$ cat src/rtl/and_gate_pkg.sv
// Shared constants and types for the and_gate block.
package and_gate_pkg;

   // Default operand width.
   localparam int AND_GATE_WIDTH = 1;

   // Number of bit-0 truth-table rows tracked by the coverage flags.
   localparam int MINTERM_COUNT = 4;

   // Index of a bit-0 truth-table row, encoded as {a[0], b[0]}.
   typedef enum logic [1:0] {
      MT_A0_B0 = 2'b00,
      MT_A0_B1 = 2'b01,
      MT_A1_B0 = 2'b10,
      MT_A1_B1 = 2'b11
   } minterm_idx_t;

   // Builds the minterm index from the low bits of the two operands.
   function automatic minterm_idx_t to_minterm(input logic a0, input logic b0);
      return minterm_idx_t'({a0, b0});
   endfunction

endpackage : and_gate_pkg

$ cat src/rtl/and_gate.sv
// Bitwise AND with a combinational output, a registered output with valid,
// reduction flags on the registered result, and sticky bit-0 truth-table
// coverage flags.
module and_gate
   import and_gate_pkg::*;
#(
   parameter int WIDTH = AND_GATE_WIDTH
) (
   input  logic                     clk,
   input  logic                     rst,
   input  logic [WIDTH-1:0]         a,
   input  logic [WIDTH-1:0]         b,
   input  logic                     in_valid,
   output logic [WIDTH-1:0]         out,
   output logic [WIDTH-1:0]         out_q,
   output logic                     out_valid,
   output logic                     all_ones,
   output logic                     any_ones,
   output logic [MINTERM_COUNT-1:0] seen,
   output logic                     cov_done
);

   logic [WIDTH-1:0]         w_and;
   minterm_idx_t             w_idx;

   logic [WIDTH-1:0]         r_out_q;
   logic                     r_out_valid;
   logic [MINTERM_COUNT-1:0] r_seen;

   // Pure gate path: no clock or reset involvement, X/Z follow operator rules.
   assign w_and = a & b;
   assign w_idx = to_minterm(a[0], b[0]);
   assign out   = w_and;

   // Registered result, valid pulse and sticky coverage; reset wins over in_valid.
   always_ff @(posedge clk) begin
      // NOTE: non-blocking assignments so every register samples pre-edge values.
      if (rst) begin
         r_out_q     <= '0;
         r_out_valid <= 1'b0;
         r_seen      <= '0;
      end else begin
         r_out_valid <= in_valid;
         if (in_valid) begin
            r_out_q       <= w_and;
            r_seen[w_idx] <= 1'b1;
         end
      end
   end

   // Status flags derived from the registered state only.
   always_comb begin
      all_ones = &r_out_q;
      any_ones = |r_out_q;
      cov_done = &r_seen;
   end

   assign out_q     = r_out_q;
   assign out_valid = r_out_valid;
   assign seen      = r_seen;

endmodule : and_gate

$ cat config.mk
export PLATFORM = sky130hd
export DESIGN_NAME = and_gate
export DESIGN_NICKNAME = d
export VERILOG_FILES = /design/src/rtl/and_gate_pkg.sv /design/src/rtl/and_gate.sv
export SDC_FILE = /design/constraint.sdc
export NUM_CORES = 1
export LEC_CHECK = 0
export ABC_AREA = 1
export CAP_MARGIN = 20
export CORE_AREA = 3 3 40 42
export DETAILED_ROUTE_END_ITERATION = 10
export DIE_AREA = 0 0 43 45
export GPL_TIMING_DRIVEN = 0
export SLEW_MARGIN = 40
export SYNTH_ARGS = -nofsm -noshare
export SYNTH_HDL_FRONTEND = slang
export SYNTH_SLANG_ARGS = --single-unit
$ cat constraint.sdc
create_clock -name clk -period 1.2 [get_ports clk]
set_input_delay 0.12 -clock clk [delete_from_list [all_inputs] [get_ports clk]]
set_output_delay 0.12 -clock clk [all_outputs]
set_load 0.1 [all_outputs]
==> reports/results.ini <==
[outcome]
outcome = complete, no violations

[detailed_routing]
wl_met3_um = 44
via_per_inst = 4.000
drtIter0Drc = 3
drc = 0
firstDrtPassIters = 4
topRoutingLayerUsed = met4
postRouteAntennaNets = 0
vias = 252
wl_per_cell_um = 9.730
drt-total-wl_um = 613
drt-met1-wl_um = 284
wl_met2_um = 270

[synth]
syn-cell-area_um2 = 235.2
synth_top_area_cell = dfxtp_1
syn_nets = 35
ys_types = 9
ys_top_cells_by_area = dfxtp_1 (51%), inv_1 (13%), a21oi_1 (11%)
ys_ff_latch = 6
synth.avg_cell_area_um2 = 7.841
synth_cells = 30
synth.top_cell.area_share_pct = 51.06
ys_seq_area_share_pct = 51.06
yosys_warnings = 0

[setup_path]
end_kind = output pin
cp_data_required_time_ps = 1080
r2r_end = seen[1]
worstSetupStartpointType = register
reg2reg_from = seen[1]
r2r_cells = 2
critPathArrivalTime_ps = 1050
path_class = reg2out
worst-path-max-fanout = 3
r2r_slack_ps = 570

[sta]
worstMarginPinSlew_ps = 487.4
rsz0062_at_grt = false
fin_crit_sh_pct = 97.18
clock_skew_ps = 0
setup_violations = 0
hold_viol = 0
fin_ws_ps = 33.80
slew_viol_final = 0
finalCriticalPeriod_ps = 1166
fmax_mhz = 857.5
relSlewSlack_pct = 67.73

[placement]
io_buffers = 14
post-place-ws_ps = -128.3
dp_hpwl_um = 470.3
globalplace.congestion = 0.6940

[min_path]
hold_class = in2reg
min_from = b
whs_path_depth = 3
hold_path_end = seen[1]

[clock_tree]
cts_tree = yes
postCtsSetupBuffers = 0
cts_root_buf = clkbuf_4
clock_path_buffers = 2
numCtsBuffers = 3
worstSkewPairLatency_ps = 240
clkTransAtPathRegs_ps = 50
htreeDepth = 1
clock-sinks = 6

[floorplanning]
die_h_um = 45
dieArea_um2 = 1935
coreArea_um2 = 1285
rows = 13
io_pins = 15
die_w_um = 43
start_util_pct = 18.31

[cells_and_area]
area.growth.synth_to_final_pct = 89.36
fill_cells = 136
antenna_cells = 0
drive_above_1_share_pct = 50.00
final_nets = 54
utilization_pct = 34.66

[power_and_ir_drop]
vdd_drop_max_uv = 465.8
leakagePower_nw = 0.2447
power.density_nw_per_um2 = 1334

[global_route]
grtUsageTotal_pct = 8.180
grt_max_degree = 7
grt_pass1_vias = 231
grt_pass1_wl_um = 1069
antenna_found_initial = 0
grt_overflow_total = 0

[flow_run]
maxCapViolCount = 0

Yosys cell counts:
| master | number |
|---|---|
| a21oi_1 | 5 |
| buf_4 | 2 |
| dfxtp_1 | 6 |
| inv_1 | 8 |
| nand2_1 | 3 |
| nand3_1 | 3 |
| nand3_2 | 1 |
| nor2_1 | 1 |
| nor3_1 | 1 |
logic make-up after synthesis:
kind of cell	after synthesis	share of synthesized area (%)
buf+inv	10	19.15
simple gates	9	19.14
flops	6	51.07
compound gates	5	10.64
cell type report:
cell class	instances	area, um2	area share [%]
Tap cell	15	18.77	4.213
Sequential cell	6	136.4	30.62
Multi-Input combinational cell	14	88.84	19.94
Inverter	8	30.03	6.742
Timing Repair Buffer	14	130.1	29.21
Clock buffer	4	26.28	5.899
Buffer	2	15.01	3.371
what timing repair did:
item	4_1_cts	5_1_grt
hold endpoints to repair	0	0
gates resized for setup	8	5
hold buffers	0	0
setup endpoints to repair	4	2
pin swaps	0	1
metal layers:
layer  vias up  global-route usage, %
met3         2                  3.984
li1        128                      -
met1       106                  8.252
met2        16                  11.68
met5         -                      0
met4         0                  9.036
flip-flops by register name (all words and copies together), names as in the netlist:
signal,count
all_ones,1
out_valid,1
seen,4
critical path, stage by stage (launching register included):
cell and delay [ps]:
dfxtp_4 360, nand2_4 50, nor3_4 190, buf_12 200
power by group:
part / switching (mW) / internal, mW / leakage (nW) / total (mW)
Sequential: 0.00765 / 0.207 / 0.0526 / 0.214
Clock: 0.0812 / 0.126 / 0.0150 / 0.208
Combinational: 0.135 / 0.0378 / 0.177 / 0.173
Total: 0.224 / 0.371 / 0.245 / 0.594
cells in the final DEF (no fill, tap or decap):
cell             count
clkbuf_4             3
buf_4                4
dfxtp_1              1
nand2_4              1
nor3_4               1
inv_2                1
clkbuf_1             1
dfxtp_2              1
nand3_1              3
buf_12               2
inv_1                7
buf_2                6
dlymetal6s2s_1       2
clkdlybuf4s50_1      2
nand2_1              2
a21oi_1              5
dfxtp_4              4
nand3_2              1
nor2_1               1
worst max-delay path by stage:
stage               startpoint       end  slack [ps]  depth (start not counted)
detailed placement           b       out        -130                          4
finish                 seen[3]  cov_done          30                          3
floorplan              seen[3]  cov_done        -370                          2
CTS                    seen[3]  cov_done         0.9                          3
global placement             b       out        -810                          4
global route           seen[0]  cov_done         0.4                          3
per-stage QoR:
stage | std cells | cell area, um2 | TNS (ps) | power, mW | hold WS [ps]
floorplan | 30 | 265.3 | -369.4 | 0.3443 | 179.4
detailed placement | 59 | 374.1 | -128.3 | 0.3818 | 475.7
CTS | 63 | 426.7 | 0 | 0.5989 | 484.7
global route | 63 | 445.4 | 0 | 0.6246 | 241.6
finish | 63 | 445.4 | 0 | 0.5944 | 230.6
global placement | 59 | 424.2 | -4570 | 0.3936 | 470.6
(Power assumes the default switching activity.)
